--- src/rtl/ps2_pkg.sv ---
// Shared types and constants for the PS/2 host-to-device transmitter.
package ps2_pkg;

    // Transmitter sequencing states.
    typedef enum logic [2:0] {
        IDLE      = 3'd0,
        INHIBIT   = 3'd1,
        REQ       = 3'd2,
        SEND      = 3'd3,
        ACK       = 3'd4,
        WAIT_IDLE = 3'd5,
        DONE      = 3'd6,
        ERR       = 3'd7
    } tx_state_e;

    // Error codes reported on tx_err, held until the next accepted request.
    typedef enum logic [1:0] {
        ERR_NONE  = 2'd0,
        ERR_START = 2'd1,
        ERR_XFER  = 2'd2,
        ERR_NOACK = 2'd3
    } tx_err_e;

    // Frame shape counted in device clock falls: data bits on falls 1..8,
    // parity on fall 9, stop (line released) on fall 10, ACK sampled on fall 11.
    localparam int FRAME_CLOCKS = 11;
    localparam int PARITY_IDX   = 9;
    localparam int STOP_IDX     = 10;

    // Default timing at a 50 MHz system clock.
    localparam int DEF_INHIBIT_CYCLES = 5000;
    localparam int DEF_START_TIMEOUT  = 750000;
    localparam int DEF_XFER_TIMEOUT   = 100000;
    localparam int DEF_FILTER_LEN     = 8;

    // PS/2 uses odd parity: data plus parity always holds an odd number of ones.
    function automatic logic odd_parity(input logic [7:0] data);
        return ~^data;
    endfunction

endpackage

--- src/rtl/ps2_host_tx_line_filter.sv ---
// Pad input conditioning: two-flop synchronizer, run-length glitch filter and
// a registered one-cycle pulse on each filtered 1->0 transition.
module ps2_line_filter #(
    parameter int FILTER_LEN = 8
) (
    input  logic clock50,
    input  logic reset_n,
    input  logic line_i,
    output logic level_o,
    output logic fall_o
);

    localparam int CNT_W = (FILTER_LEN > 1) ? $clog2(FILTER_LEN) : 1;
    localparam logic [CNT_W-1:0] CNT_LAST = CNT_W'(FILTER_LEN - 1);

    logic             sync1_q, sync1_d;
    logic             sync2_q, sync2_d;
    logic             level_q, level_d;
    logic             fall_q, fall_d;
    logic [CNT_W-1:0] cnt_q, cnt_d;

    // Next-state: shift the synchronizer, count disagreeing samples, adopt the
    // new level once FILTER_LEN of them have arrived back to back.
    always_comb begin
        // NOTE: every _d gets a default first so no path leaves it unassigned
        // (an unassigned path in always_comb would infer a latch).
        sync1_d = line_i;
        sync2_d = sync1_q;
        level_d = level_q;
        cnt_d   = cnt_q;
        if (sync2_q == level_q) begin
            cnt_d = '0;
        end else if (cnt_q == CNT_LAST) begin
            level_d = sync2_q;
            cnt_d   = '0;
        end else begin
            cnt_d = cnt_q + 1'b1;
        end
        fall_d = level_q & ~level_d;
    end

    // State registers; the idle PS/2 bus is high, so the line path resets high.
    always_ff @(posedge clock50) begin
        // NOTE: sequential state uses non-blocking assignments only, so every
        // flop samples the pre-edge value of every other flop.
        if (!reset_n) begin
            sync1_q <= 1'b1;
            sync2_q <= 1'b1;
            level_q <= 1'b1;
            cnt_q   <= '0;
            fall_q  <= 1'b0;
        end else begin
            sync1_q <= sync1_d;
            sync2_q <= sync2_d;
            level_q <= level_d;
            cnt_q   <= cnt_d;
            fall_q  <= fall_d;
        end
    end

    assign level_o = level_q;
    assign fall_o  = fall_q;

endmodule

--- src/rtl/ps2_host_tx.sv ---
// PS/2 host-to-device transmitter: inhibits the bus, issues a request-to-send,
// shifts one byte plus odd parity out on device clock falls, checks the ACK
// and reports busy/done/error status.
module ps2_host_tx
    import ps2_pkg::*;
#(
    parameter int INHIBIT_CYCLES = DEF_INHIBIT_CYCLES,
    parameter int START_TIMEOUT  = DEF_START_TIMEOUT,
    parameter int XFER_TIMEOUT   = DEF_XFER_TIMEOUT,
    parameter int FILTER_LEN     = DEF_FILTER_LEN
) (
    input  logic       clock50,
    input  logic       reset_n,
    input  logic [7:0] tx_data,
    input  logic       tx_start,
    output logic       tx_busy,
    output logic       tx_done,
    output logic [1:0] tx_err,
    output logic       rx_inhibit,
    input  logic       ps2_clk_i,
    output logic       ps2_clk_oe,
    input  logic       ps2_dat_i,
    output logic       ps2_dat_oe
);

    // One shared timer serves the inhibit, start and transfer phases.
    localparam int TIMER_MAX_A = (START_TIMEOUT > XFER_TIMEOUT) ? START_TIMEOUT : XFER_TIMEOUT;
    localparam int TIMER_MAX   = (TIMER_MAX_A > INHIBIT_CYCLES) ? TIMER_MAX_A : INHIBIT_CYCLES;
    localparam int TIMER_W     = $clog2(TIMER_MAX + 1);

    localparam logic [TIMER_W-1:0] INHIBIT_LAST = TIMER_W'(INHIBIT_CYCLES - 1);
    localparam logic [TIMER_W-1:0] INHIBIT_PRE  = TIMER_W'(INHIBIT_CYCLES - 2);
    localparam logic [TIMER_W-1:0] START_LAST   = TIMER_W'(START_TIMEOUT - 1);
    localparam logic [TIMER_W-1:0] XFER_LAST    = TIMER_W'(XFER_TIMEOUT - 1);

    logic clk_lvl, clk_fall;
    logic dat_lvl, dat_fall_unused;

    tx_state_e          state_q, state_d;
    logic [8:0]         bits_q, bits_d;      // {parity, data}
    logic [3:0]         bit_idx_q, bit_idx_d;
    logic [TIMER_W-1:0] timer_q, timer_d;
    logic               clk_oe_q, clk_oe_d;
    logic               dat_oe_q, dat_oe_d;
    logic               busy_q, busy_d;
    logic               done_q, done_d;
    tx_err_e            err_q, err_d;
    logic [3:0]         fall_num;            // number of the fall being handled
    logic               xfer_phase;

    ps2_line_filter #(.FILTER_LEN(FILTER_LEN)) u_clk_filter (
        .clock50 (clock50),
        .reset_n (reset_n),
        .line_i  (ps2_clk_i),
        .level_o (clk_lvl),
        .fall_o  (clk_fall)
    );

    ps2_line_filter #(.FILTER_LEN(1)) u_dat_filter (
        .clock50 (clock50),
        .reset_n (reset_n),
        .line_i  (ps2_dat_i),
        .level_o (dat_lvl),
        .fall_o  (dat_fall_unused)
    );

    // Transmit sequencer next-state and registered-output logic.
    always_comb begin
        state_d    = state_q;
        bits_d     = bits_q;
        bit_idx_d  = bit_idx_q;
        timer_d    = (timer_q == '1) ? timer_q : timer_q + 1'b1;
        clk_oe_d   = clk_oe_q;
        dat_oe_d   = dat_oe_q;
        busy_d     = busy_q;
        done_d     = 1'b0;
        err_d      = err_q;
        fall_num   = bit_idx_q + 4'd2;
        xfer_phase = (state_q == SEND) || (state_q == ACK) || (state_q == WAIT_IDLE);

        unique case (state_q)
            IDLE: begin
                clk_oe_d = 1'b0;
                dat_oe_d = 1'b0;
                if (tx_start) begin
                    bits_d   = {odd_parity(tx_data), tx_data};
                    busy_d   = 1'b1;
                    err_d    = ERR_NONE;
                    timer_d  = '0;
                    clk_oe_d = 1'b1;
                    state_d  = INHIBIT;
                end
            end
            INHIBIT: begin
                if (timer_q == INHIBIT_LAST) begin
                    clk_oe_d = 1'b0;
                    dat_oe_d = 1'b1;
                    timer_d  = '0;
                    state_d  = REQ;
                end else if (timer_q == INHIBIT_PRE) begin
                    // Data goes low one cycle before the clock is released.
                    dat_oe_d = 1'b1;
                end
            end
            REQ: begin
                if (clk_fall) begin
                    bit_idx_d = '0;
                    dat_oe_d  = ~bits_q[0];
                    timer_d   = '0;
                    state_d   = SEND;
                end else if (timer_q == START_LAST) begin
                    clk_oe_d = 1'b0;
                    dat_oe_d = 1'b0;
                    busy_d   = 1'b0;
                    err_d    = ERR_START;
                    state_d  = ERR;
                end
            end
            SEND: begin
                if (clk_fall) begin
                    bit_idx_d = bit_idx_q + 4'd1;
                    if (fall_num == 4'(STOP_IDX)) begin
                        dat_oe_d = 1'b0;
                        state_d  = ACK;
                    end else if (fall_num <= 4'(PARITY_IDX)) begin
                        dat_oe_d = ~bits_q[fall_num - 4'd1];
                    end
                end
            end
            ACK: begin
                if (clk_fall && (fall_num == 4'(FRAME_CLOCKS))) begin
                    if (!dat_lvl) begin
                        state_d = WAIT_IDLE;
                    end else begin
                        busy_d  = 1'b0;
                        err_d   = ERR_NOACK;
                        state_d = ERR;
                    end
                end
            end
            WAIT_IDLE: begin
                if (clk_lvl && dat_lvl) begin
                    busy_d  = 1'b0;
                    done_d  = 1'b1;
                    state_d = DONE;
                end
            end
            DONE: begin
                state_d = IDLE;
            end
            ERR: begin
                state_d = IDLE;
            end
            default: begin
                state_d = IDLE;
            end
        endcase

        // The transfer watchdog runs from the first fall to bus idle and
        // overrides whatever the phase logic decided this cycle.
        if (xfer_phase && (timer_q == XFER_LAST)) begin
            clk_oe_d = 1'b0;
            dat_oe_d = 1'b0;
            busy_d   = 1'b0;
            done_d   = 1'b0;
            err_d    = ERR_XFER;
            state_d  = ERR;
        end
    end

    // Sequencer state and registered outputs; reset releases both lines.
    always_ff @(posedge clock50) begin
        if (!reset_n) begin
            state_q   <= IDLE;
            bits_q    <= '0;
            bit_idx_q <= '0;
            timer_q   <= '0;
            clk_oe_q  <= 1'b0;
            dat_oe_q  <= 1'b0;
            busy_q    <= 1'b0;
            done_q    <= 1'b0;
            err_q     <= ERR_NONE;
        end else begin
            state_q   <= state_d;
            bits_q    <= bits_d;
            bit_idx_q <= bit_idx_d;
            timer_q   <= timer_d;
            clk_oe_q  <= clk_oe_d;
            dat_oe_q  <= dat_oe_d;
            busy_q    <= busy_d;
            done_q    <= done_d;
            err_q     <= err_d;
        end
    end

    assign tx_busy    = busy_q;
    assign rx_inhibit = busy_q;
    assign tx_done    = done_q;
    assign tx_err     = err_q;
    assign ps2_clk_oe = clk_oe_q;
    assign ps2_dat_oe = dat_oe_q;

endmodule
--- config.mk ---
export PLATFORM = sky130hd
export DESIGN_NAME = ps2_host_tx
export DESIGN_NICKNAME = d
export VERILOG_FILES = /design/src/rtl/ps2_pkg.sv /design/src/rtl/ps2_host_tx_line_filter.sv /design/src/rtl/ps2_host_tx.sv
export SDC_FILE = /design/constraint.sdc
export NUM_CORES = 1
export LEC_CHECK = 0
export ABC_CLOCK_PERIOD_IN_PS = 3540
export CORE_MARGIN = 2
export CORE_UTILIZATION = 35
export DETAILED_ROUTE_END_ITERATION = 8
export GPL_TIMING_DRIVEN = 0
export SLEW_MARGIN = 20
export SYNTH_ARGS = -nofsm -noshare
export SYNTH_HDL_FRONTEND = slang
export SYNTH_SLANG_ARGS = --single-unit
--- constraint.sdc ---
create_clock -name clock50 -period 3.54 [get_ports clock50]
set_clock_uncertainty 0.05 [all_clocks]
set_input_delay 0.885 -clock clock50 [delete_from_list [all_inputs] [get_ports clock50]]
set_output_delay 0.885 -clock clock50 [all_outputs]
set_load 0.03 [all_outputs]
==> results of run 1 <==
[routing by layer]
layer | part of all wire | wire (um) | vias up | GRT usage
li1 | - | - | 1234 | -
met1 | 0.46 | 2821 | 1136 | 0.1913
met2 | 0.49 | 2966 | 46 | 0.2565
met3 | 0.037 | 226 | 8 | 0.02729
met4 | 0.011 | 64 | 0 | 0.03261
met5 | 0 | 0 | - | 0
[layout by cell type (no fill, tap or decap), types with 5 or more instances in the layout]
cell type | Yosys | layout
sky130_fd_sc_hd__nand4_1 | 7 | 7
sky130_fd_sc_hd__nor2b_1 | 10 | 10
sky130_fd_sc_hd__xor2_1 | 7 | 7
sky130_fd_sc_hd__nor2_1 | 36 | 36
sky130_fd_sc_hd__a21oi_1 | 14 | 14
sky130_fd_sc_hd__a21boi_0 | 11 | 11
sky130_fd_sc_hd__inv_1 | 8 | 8
sky130_fd_sc_hd__nand3_1 | 12 | 12
sky130_fd_sc_hd__nand2b_1 | 5 | 5
sky130_fd_sc_hd__nor3_1 | 11 | 11
sky130_fd_sc_hd__a211oi_1 | 5 | 5
sky130_fd_sc_hd__xnor2_1 | 18 | 18
sky130_fd_sc_hd__dfxtp_1 | 53 | 53
sky130_fd_sc_hd__clkbuf_1 | 11 | 11
sky130_fd_sc_hd__o21ai_0 | 11 | 11
sky130_fd_sc_hd__clkdlybuf4s50_1 | 0 | 19
sky130_fd_sc_hd__nand2_1 | 47 | 47
sky130_fd_sc_hd__ha_1 | 10 | 10
sky130_fd_sc_hd__and2_1 | 5 | 5
sky130_fd_sc_hd__clkbuf_8 | 0 | 5
[state kept, by name (all words and copies together), names as in the netlist]
| register | flops |
|---|---|
| timer_q | 20 |
| u_dat_filter.sync2_q | 1 |
| u_clk_filter.level_o | 1 |
| u_dat_filter.sync1_q | 1 |
| ps2_dat_oe | 1 |
| u_clk_filter.sync1_q | 1 |
| ps2_clk_oe | 1 |
| u_clk_filter.cnt_q | 3 |
| state_q | 3 |
| tx_err | 2 |
| u_dat_filter.cnt_q | 1 |
| u_dat_filter.level_o | 1 |
| u_clk_filter.sync2_q | 1 |
| tx_done | 1 |
| rx_inhibit | 1 |
| bit_idx_q | 4 |
| u_clk_filter.fall_o | 1 |
| bits_q | 9 |
[final cells by class]
type | instances | area share
buffer | 15 | 0.01994
clock buffer | 5 | 0.02109
clock inverter | 2 | 0.01189
inverter | 8 | 0.009202
multi-input combinational | 261 | 0.5153
sequential | 53 | 0.3252
tap | 102 | 0.03911
timing repair buffer | 19 | 0.05828
[worst reg2reg max path: cells and delay by family (launching register included)]
family                   cells  cell delay (ns)
multiplexers                 2             0.78
AND/OR/NAND/NOR              2             0.28
buffers and inverters        2             0.44
adder cells (fa/ha/maj)      1             0.40
flip-flops                   1             0.40
AO/OA/AOI/OAI                1             0.33
[stage by stage]
stage	area [um2]	hold slack, ns
floorplan	2838	0.3363
global placement	3156	0.3447
detailed placement	3156	0.3472
CTS	3263	0.3716
global route	3263	0.3868
finish	3263	0.3657
[logic make-up (layout without fill, tap and decap cells)]
family / after synthesis / after routing / synth area share
adder cells (fa/ha/maj): 10 / 10 / 0.04409
AND/OR/NAND/NOR: 157 / 157 / 0.2822
XOR/XNOR: 25 / 25 / 0.07716
other: 1 / 1 / 0.001321
buffers and inverters: 23 / 49 / 0.03351
AO/OA/AOI/OAI: 62 / 62 / 0.1574
flip-flops: 53 / 53 / 0.3739
multiplexers: 6 / 6 / 0.03042
[worst max path at each step]
stage                              startpoint                      end  slack [ns]  depth (start not counted)
floorplan           bit_idx_q[0]$_SDFFE_PN0P_  ps2_dat_oe$_SDFFE_PP0P_        1.14                          8
CTS                 bit_idx_q[0]$_SDFFE_PN0P_  ps2_dat_oe$_SDFFE_PP0P_        0.79                          8
global route        bit_idx_q[0]$_SDFFE_PN0P_  ps2_dat_oe$_SDFFE_PP0P_        0.64                          8
global placement                     tx_start  state_q[2]$_SDFFE_PN0P_        0.66                          7
finish              bit_idx_q[0]$_SDFFE_PN0P_  ps2_dat_oe$_SDFFE_PP0P_        0.80                          8
detailed placement                   tx_start  state_q[2]$_SDFFE_PN0P_        0.64                          7
[power breakdown]
group          internal [uW]  total (uW)  leakage [uW]  switching [uW]
Sequential               665         708      0.000431            43.1
Clock                    210         407     0.0000546             198
Combinational            261         661      0.000665             400
==> results.sh, run 1 <==
export IMPL_yosys_most_used_dff="sky130_fd_sc_hd__dfxtp_1"
export IMPL_final_core_util=0.4179
export IMPL_syn_area_um2=2838
export IMPL_num_antenna_cells=0
export IMPL_timing_setup_tns_ns=0
export IMPL_min_delay_src="u_dat_filter.sync1_q$_SDFF_PN1_"
export IMPL_grt_antenna_before_repair=0
export IMPL_finish_net_count=386
export IMPL_timing_final_setup_violations=0
export IMPL_critPathLaunchType="flip-flop"
export IMPL_flow_area_growth_from_synthesis_pct=14.99
export IMPL_drt_total_wl_um=6079
export IMPL_achievable_frequency_mhz=365.4
export IMPL_hold_class="flip-flop to flip-flop"
export IMPL_required_ns=3.73
export IMPL_synth_cells=337
export IMPL_chipHeight_um=94.05
export IMPL_drv_cap=0
export IMPL_floorplan_die_width_um=94.05
export IMPL_vias=2424
export IMPL_worst_setup_slack_before_clock_tree_synthesis_ns=0.6420
export IMPL_critical_path_arrival_ns=2.93
export IMPL_top_cells_by_area_synth="sky130_fd_sc_hd__dfxtp_1 37%, sky130_fd_sc_hd__nand2_1 6.2%, sky130_fd_sc_hd__xnor2_1 5.6%, sky130_fd_sc_hd__nor2_1 4.8%, sky130_fd_sc_hd__ha_1 4.4%"
export IMPL_register_area_um2=1061
export IMPL_total_cts_buffers=5
export IMPL_yosysSeqAreaShare=0.3739
export IMPL_placed_cells=458
export IMPL_finalMaxSlewViolations=0
export IMPL_initial_core_util=0.3635
export IMPL_power_density_nw_per_um2=544.4
export IMPL_cp_end_kind="flip-flop"
export IMPL_mappedNetlistNets=360
export IMPL_ff2ff_path_depth=8
export IMPL_critPathMaxStageDelay_ns=0.51
export IMPL_drive_gt1_frac=0.06061
export IMPL_multi_input_gate_area_um2=1682
export IMPL_synth_top_cell_area_share=0.3739
export IMPL_via_count_of_the_first_global_routing_pass=2314
export IMPL_dpl_hpwl_um=4727
export IMPL_critPathKind="flip-flop to flip-flop"
export IMPL_ant_nets=0
export IMPL_grt_setup_unrepaired="false"
export IMPL_fill_count=799
export IMPL_regToRegEndpoint="ps2_dat_oe$_SDFFE_PP0P_"
export IMPL_clock_sinks=53
export IMPL_worst_path_max_delay_cell="sky130_fd_sc_hd__mux4_2"
export IMPL_yosys_top_cells_count="53 x sky130_fd_sc_hd__dfxtp_1, 47 x sky130_fd_sc_hd__nand2_1, 36 x sky130_fd_sc_hd__nor2_1"
export IMPL_cts_tree="yes"
export IMPL_timing_critical_path_mode_cell="sky130_fd_sc_hd__nor3b_2"
export IMPL_io_buffers=19
export IMPL_max_clock_path_buffers=2
export IMPL_worstPathBufferInverterCount=2
export IMPL_timing_final_crit_share=0.7732
export IMPL_detail_route_iter0_violations=170
export IMPL_worst_ir_drop_on_vdd_mv=0.1996
export IMPL_post_synth_top_area_cell="sky130_fd_sc_hd__dfxtp_1"
export IMPL_place_gp_congestion=0.9181
export IMPL_worst_slack_ns=0.8030
export IMPL_cellLeakagePower_uw=0.001151
export IMPL_cp_max_fo=8
export IMPL_postCtsResizedCells=0
export IMPL_synth_seq_cells=53
export IMPL_synth_yosys_warnings=0
export IMPL_drt_pass_1_iters=4
export IMPL_worstMarginPinSlew_ns=0.5167
export IMPL_number_of_standard_cells_in_the_layout_taps_in_and_fillers_out=465
export IMPL_core_area_um2=7807
export IMPL_hold_buffers_post_cts=0
export IMPL_grt_pass1_wl_um=10670
export IMPL_postSynth_asyncResetShare=0
export IMPL_timing_slew_headroom=0.6526
export IMPL_maximum_level_of_the_cts_h_tree=2
export IMPL_clkLatencyLatePin_ns=0.30
export IMPL_fin_total_pwr_uw=1777
export IMPL_synth_enable_flop_cells=0
export IMPL_grt_overflow_total=0
export IMPL_clock_transition_at_the_registers_of_the_reported_paths_ns=0.10
export IMPL_globalRouteTotalUtil=0.1481
export IMPL_avgViaCountPerCell=5.213
export IMPL_synthDistinctLibCells=54
export IMPL_cts_setup_buffers=0
export IMPL_finalHoldViolations=0
export IMPL_grt_start_max_net_pins=17
export IMPL_worstReg2RegStart="bit_idx_q[0]$_SDFFE_PN0P_"
export IMPL_min_delay_path_depth=1
export IMPL_yosys_cell_count_top_type="sky130_fd_sc_hd__dfxtp_1"
export IMPL_whs_endpoint="u_dat_filter.sync2_q$_SDFF_PN1_"
export IMPL_synth_avg_cell_area_um2=8.421
export IMPL_cpLargestDelayFamily="multiplexers"
export IMPL_core_rowCount=32
export IMPL_ioPinCount=20
export IMPL_status="complete, no violations"
export IMPL_drt_drc_violations_left=0
export IMPL_wire_per_inst_um=13.07
export IMPL_worstPathCellList="clkbuf_1 -> inv_1 -> ha_1 -> mux4_2 -> mux2_2 -> a211oi_1 -> nor3b_2 -> nor3b_2"
export IMPL_regToRegSetupSlack_ns=0.80
export IMPL_cts_root_buffer="sky130_fd_sc_hd__clkbuf_8"
export IMPL_min_period_ns=2.737
export IMPL_dieArea_um2=8844
No activity file was read; power rests on OpenSTA's default activity.
==> inputs of run 2 (changes only) <==
--- a/config.mk
+++ b/config.mk
@@ -5,7 +5,7 @@
 export SDC_FILE = /design/constraint.sdc
 export NUM_CORES = 1
 export LEC_CHECK = 0
-export ABC_CLOCK_PERIOD_IN_PS = 3540
+export ABC_CLOCK_PERIOD_IN_PS = 2400
 export CORE_MARGIN = 2
 export CORE_UTILIZATION = 35
 export DETAILED_ROUTE_END_ITERATION = 8
==> constraint.sdc (replaced) <==
create_clock -name clock50 -period 2.4 [get_ports clock50]
set_clock_uncertainty 0.05 [all_clocks]
set_input_delay 0.6 -clock clock50 [delete_from_list [all_inputs] [get_ports clock50]]
set_output_delay 0.6 -clock clock50 [all_outputs]
set_load 0.03 [all_outputs]
==> results.sh, run 2 (synthesized netlist as in run 1, its figures left out) <==
export IMPL_status="complete, no violations"
export IMPL_hold_class="flip-flop to flip-flop"
export IMPL_cts_root_buffer="sky130_fd_sc_hd__clkbuf_8"
export IMPL_ff2ff_path_depth=7
export IMPL_floorplan_die_width_um=94.05
export IMPL_worst_ir_drop_on_vdd_mv=0.2957
export IMPL_finish_net_count=389
export IMPL_pwr_share_comb=0.391
export IMPL_clock_transition_at_the_registers_of_the_reported_paths_ns=0.10
export IMPL_number_of_standard_cells_in_the_layout_taps_in_and_fillers_out=469
export IMPL_wl_met1_um=3048
export IMPL_critPathKind="flip-flop to flip-flop"
export IMPL_largest_register_ff_count=20
export IMPL_chipHeight_um=94.05
export IMPL_power_frac_clock=0.197
export IMPL_required_ns=2.55
export IMPL_netSwitchingPower_uw=955.8
export IMPL_finalMaxSlewViolations=0
export IMPL_critPathLaunchType="flip-flop"
export IMPL_met3_length_um=176
export IMPL_total_cts_buffers=5
export IMPL_worstMarginPinSlew_ns=0.5312
export IMPL_worst_path_max_delay_cell="sky130_fd_sc_hd__or4_4"
export IMPL_hold_slack_ns=0.3669
export IMPL_initial_core_util=0.3635
export IMPL_timing_setup_tns_ns=0
export IMPL_stdcell_area_um2=3334
export IMPL_placed_cells=458
export IMPL_hold_buffers_post_cts=0
export IMPL_wire_per_inst_um=13.44
export IMPL_grt_pass1_wl_um=10470
export IMPL_via_count_of_the_first_global_routing_pass=2216
export IMPL_max_flop_register="timer_q"
export IMPL_dpl_hpwl_um=4685
export IMPL_grt_overflow_total=0
export IMPL_cellLeakagePower_uw=0.001182
export IMPL_cp_max_fo=6
export IMPL_flow_area_growth_from_synthesis_pct=17.50
export IMPL_achievable_frequency_mhz=420.8
export IMPL_timing_final_crit_share=0.9901
export IMPL_maximum_level_of_the_cts_h_tree=2
export IMPL_min_period_ns=2.376
export IMPL_worstPathCellList="ha_2 -> nand3_1 -> or4_4 -> o311a_1 -> nor3_2 -> nor3b_2 -> nor3b_2"
export IMPL_power_share_sequential=0.412
export IMPL_ioPinCount=20
export IMPL_drv_cap=0
export IMPL_intPower_uw=1585
export IMPL_io_buffers=19
export IMPL_dieArea_um2=8844
export IMPL_netSwitchingFraction=0.3762
export IMPL_postPlaceCellArea_um2=3157
export IMPL_avgViaCountPerCell=5.158
export IMPL_drt_drc_violations_left=0
export IMPL_clock_sinks=53
export IMPL_fin_total_pwr_uw=2541
export IMPL_drt_total_wl_um=6305
export IMPL_critPathMaxStageDelay_ns=0.57
export IMPL_drive_gt1_frac=0.1008
export IMPL_grt_start_max_net_pins=17
export IMPL_max_clock_path_buffers=2
export IMPL_ant_nets=0
export IMPL_num_antenna_cells=0
export IMPL_cp_end_kind="flip-flop"
export IMPL_mostFrequentLayoutCell="sky130_fd_sc_hd__dfxtp_1"
export IMPL_grt_antenna_before_repair=0
export IMPL_layout_common_cells="52 x sky130_fd_sc_hd__dfxtp_1, 47 x sky130_fd_sc_hd__nand2_1, 36 x sky130_fd_sc_hd__nor2_1"
export IMPL_power_density_nw_per_um2=762.0
export IMPL_core_area_um2=7807
export IMPL_cts_tree="yes"
export IMPL_timing_final_setup_violations=0
export IMPL_drt_pass_1_iters=4
export IMPL_reg_top3="timer_q x20, bits_q x9, bit_idx_q x4"
export IMPL_timing_critical_path_mode_cell="sky130_fd_sc_hd__nor3b_2"
export IMPL_wl_met2_um=2965
export IMPL_timing_slew_headroom=0.6426
export IMPL_detail_route_iter0_violations=178
export IMPL_place_gp_congestion=0.9147
export IMPL_globalRouteTotalUtil=0.1474
export IMPL_core_rowCount=32
export IMPL_vias=2419
export IMPL_critical_path_arrival_ns=2.52
export IMPL_min_delay_path_depth=1
export IMPL_finalHoldViolations=0
export IMPL_clkLatencyLatePin_ns=0.31
export IMPL_highest_signal_layer="met4"
[run 2: changes by cell type in the layout (fill, tap and decap cells not counted), sizes merged]
cell,delta
buf,+3
bufinv,-1
clkbuf,+1
clkinvlp,+2
inv,-1
[run 2: what timing repair did]
item,4_1_cts,5_1_grt
setup endpoints to repair,8,20
pin swaps,1,1
gates resized for setup,6,11
buffers inserted,2,1
[run 2: power groups by stage]
stage / logic [uW] / clock network [uW] / registers [uW]
detailed placement: 960 / 0 / 1070
global route: 1080 / 557 / 1060
CTS: 966 / 517 / 1050
floorplan: 650 / 0 / 1110
global placement: 960 / 0 / 1070
finish: 994 / 500 / 1050
[run 2: worst paths after layout]
path         slack [ns]                               to                       startpoint
max                0.02          ps2_dat_oe$_SDFFE_PP0P_            timer_q[1]$_SDFF_PN0_
min reg2reg        0.37  u_clk_filter.sync2_q$_SDFF_PN1_  u_clk_filter.sync1_q$_SDFF_PN1_
max reg2reg        0.02          ps2_dat_oe$_SDFFE_PP0P_            timer_q[1]$_SDFF_PN0_
min                0.37  u_clk_filter.sync2_q$_SDFF_PN1_  u_clk_filter.sync1_q$_SDFF_PN1_
[run 2: through the flow]
| stage | setup slack (ns) | util |
|---|---|---|
| 5_1_grt | -0.02625 | 0.4271 |
| 6_report | 0.02364 | 0.4271 |
| 3_3_place_gp | -0.1895 | 0.4043 |
| 3_5_place_dp | -0.2038 | 0.4043 |
| 4_1_cts | 0.009219 | 0.4208 |
| 2_1_floorplan | 0.1048 | - |
[run 2: cell type report]
class | instances | area (um2)
well taps | 102 | 127.6
inverters | 8 | 30.03
fillers | 768 | 4473
flip-flops and latches | 53 | 1062
multi-input cells | 261 | 1737
plain buffers | 15 | 77.57
repair buffers | 22 | 212.7
clock inverters | 2 | 15.01
clock buffers | 6 | 72.57
[run 2: critical path, delay by kind of cell (launching register included)]
kind	cells	cell delay (ns)
AO/OA/AOI/OAI	1	0.32
adder cells (fa/ha/maj)	1	0.28
AND/OR/NAND/NOR	5	1.21
flip-flops	1	0.41
[run 2: layer usage]
layer,up-vias,global-route usage
li1,1249,-
met1,1121,0.1967
met2,41,0.2387
met3,8,0.02889
met4,0,0.04831
met5,-,0
==> inputs of run 3 (changes only) <==
--- a/config.mk
+++ b/config.mk
@@ -13,4 +13,5 @@
 export SLEW_MARGIN = 20
 export SYNTH_ARGS = -nofsm -noshare
 export SYNTH_HDL_FRONTEND = slang
+export SYNTH_HIERARCHICAL = 1
 export SYNTH_SLANG_ARGS = --single-unit
==> results.sh, run 3 <==
export IMPL_number_of_standard_cells_in_the_layout_taps_in_and_fillers_out=468
export IMPL_reg_top3="timer_q x20, bits_q x9, bit_idx_q x4"
export IMPL_drt_drc_violations_left=0
export IMPL_floorplan_die_width_um=93.47
export IMPL_critPathKind="flip-flop to flip-flop"
export IMPL_clkLatencyLatePin_ns=0.31
export IMPL_max_clock_path_buffers=2
export IMPL_timing_final_crit_share=0.9351
export IMPL_synth_avg_cell_area_um2=8.288
export IMPL_dpl_hpwl_um=4625
export IMPL_hold_buffers_post_cts=0
export IMPL_min_period_ns=2.244
export IMPL_timing_slew_headroom=0.5299
export IMPL_finalHoldViolations=0
export IMPL_grt_start_max_net_pins=16
export IMPL_grt_antenna_before_repair=0
export IMPL_worstPathCellList="ha_1 -> nand3_1 -> nor3_1 -> nand4b_1 -> clkbuf_2 -> nand2_1 -> xor2_1 -> nor2_1"
export IMPL_cts_tree="yes"
export IMPL_critical_path_arrival_ns=2.40
export IMPL_intPower_uw=1529
export IMPL_placed_cells=459
export IMPL_hold_class="flip-flop to flip-flop"
export IMPL_synth_yosys_warnings=6
export IMPL_power_density_nw_per_um2=720.6
export IMPL_finish_net_count=389
export IMPL_grt_overflow_total=0
export IMPL_flow_area_growth_from_synthesis_pct=15.50
export IMPL_layout_common_cells="56 x sky130_fd_sc_hd__nand2_1, 51 x sky130_fd_sc_hd__dfxtp_1, 32 x sky130_fd_sc_hd__nor2_1"
export IMPL_mostFrequentLayoutCell="sky130_fd_sc_hd__nand2_1"
export IMPL_wire_per_inst_um=13.56
export IMPL_ioPinCount=20
export IMPL_globalRouteTotalUtil=0.1506
export IMPL_cp_max_fo=10
export IMPL_timing_final_setup_violations=0
export IMPL_largest_register_ff_count=20
export IMPL_cp_end_kind="flip-flop"
export IMPL_core_rowCount=32
export IMPL_clock_sinks=53
export IMPL_netSwitchingPower_uw=802.8
export IMPL_critPathLaunchType="flip-flop"
export IMPL_worstMarginPinSlew_ns=0.6998
export IMPL_final_core_util=0.4187
export IMPL_ant_nets=0
export IMPL_achievable_frequency_mhz=445.6
export IMPL_grt_pass1_wl_um=10670
export IMPL_worst_ir_drop_on_vdd_mv=0.3278
export IMPL_netSwitchingFraction=0.3443
export IMPL_finalMaxSlewViolations=0
export IMPL_io_buffers=19
export IMPL_syn_area_um2=2801
export IMPL_total_cts_buffers=5
export IMPL_cts_root_buffer="sky130_fd_sc_hd__clkbuf_8"
export IMPL_grt_setup_unrepaired="false"
export IMPL_core_area_um2=7727
export IMPL_detail_route_iter0_violations=164
export IMPL_mappedNetlistNets=361
export IMPL_maximum_level_of_the_cts_h_tree=2
export IMPL_status="complete, no violations"
export IMPL_required_ns=2.56
export IMPL_max_flop_register="timer_q"
export IMPL_worst_path_max_delay_cell="sky130_fd_sc_hd__dfxtp_1"
export IMPL_vias=2447
export IMPL_fill_count=787
export IMPL_place_gp_congestion=0.8829
export IMPL_drt_total_wl_um=6347
export IMPL_chipHeight_um=93.47
export IMPL_multi_input_gate_area_um2=1639
export IMPL_avgViaCountPerCell=5.229
export IMPL_power_share_sequential=0.452
export IMPL_dieArea_um2=8736
export IMPL_initial_core_util=0.3625
export IMPL_clock_transition_at_the_registers_of_the_reported_paths_ns=0.09
export IMPL_cellLeakagePower_uw=0.001132
export IMPL_drive_gt1_frac=0.09563
export IMPL_num_antenna_cells=0
export IMPL_drt_pass_1_iters=4
export IMPL_drv_cap=0
export IMPL_critPathMaxStageDelay_ns=0.42
export IMPL_pwr_share_comb=0.326
export IMPL_synth_cells=338
export IMPL_register_area_um2=1064
export IMPL_power_frac_clock=0.222
export IMPL_via_count_of_the_first_global_routing_pass=2296
[run 3: metrics by stage]
step	power (uW)	area (um2)	TNS [ns]	hold WS, ns	worst slack [ns]
after detailed placement	1837	3119	-0.6771	0.3481	-0.1507
after global placement	1829	3119	-0.8304	0.3435	-0.1654
after floorplan	1596	2801	0	0.3363	0.3288
after global routing	2484	3236	0	0.4011	0.005341
final	2332	3236	0	0.3673	0.1558
after CTS	2356	3232	0	0.3711	0.04767
[run 3: area by class of cell]
class                           count  share of cell area
Multi-Input combinational cell    261              0.5066
Sequential cell                    53              0.3287
Timing Repair Buffer               21             0.06342
Tap cell                          102             0.03944
Clock buffer                        6             0.02552
Buffer                             14             0.02243
Inverter                           10             0.01160
Clock inverter                      1            0.002320
[run 3: final timing paths]
path         depth (start not counted)  slack (ns)                         endpoint                             from
max                                  8        0.16           timer_q[10]$_SDFF_PN0_            timer_q[0]$_SDFF_PN0_
min                                  1        0.37  u_clk_filter/sync2_q$_SDFF_PN1_  u_clk_filter/sync1_q$_SDFF_PN1_
max reg2reg                          8        0.16           timer_q[10]$_SDFF_PN0_            timer_q[0]$_SDFF_PN0_
min reg2reg                          1        0.37  u_clk_filter/sync2_q$_SDFF_PN1_  u_clk_filter/sync1_q$_SDFF_PN1_
[run 3: repair_timing]
action	CTS	global route
gates resized for setup	1	4
endpoints found under the setup margin	8	7
pin swaps	1	0
buffers inserted	2	0
[run 3: critical path: cells and delay by family (launching register included)]
family                     cells  cell delay (ns)
DFF                            1             0.42
and+or+nand+nor                5             0.93
xor gates and xnor gates       1             0.15
buffers and inverters          1             0.28
adders and majority gates      1             0.32
[run 3: routing by layer]
layer / track usage / vias to the layer above / wire (um) / part of all wire
met2: 0.2626 / 27 / 3153 / 0.50
met3: 0.02417 / 5 / 163 / 0.026
met1: 0.1906 / 1177 / 2976 / 0.47
met5: 0 / - / 0 / 0
li1: - / 1238 / - / -
met4: 0.04534 / 0 / 53 / 0.0084
[run 3: power groups by stage]
stage | logic, uW | registers, uW | clock network (uW)
final | 760 | 1050 | 518
after detailed placement | 761 | 1080 | 0
after global placement | 755 | 1070 | 0
after global routing | 842 | 1070 | 574
after floorplan | 477 | 1120 | 0
after CTS | 764 | 1060 | 536
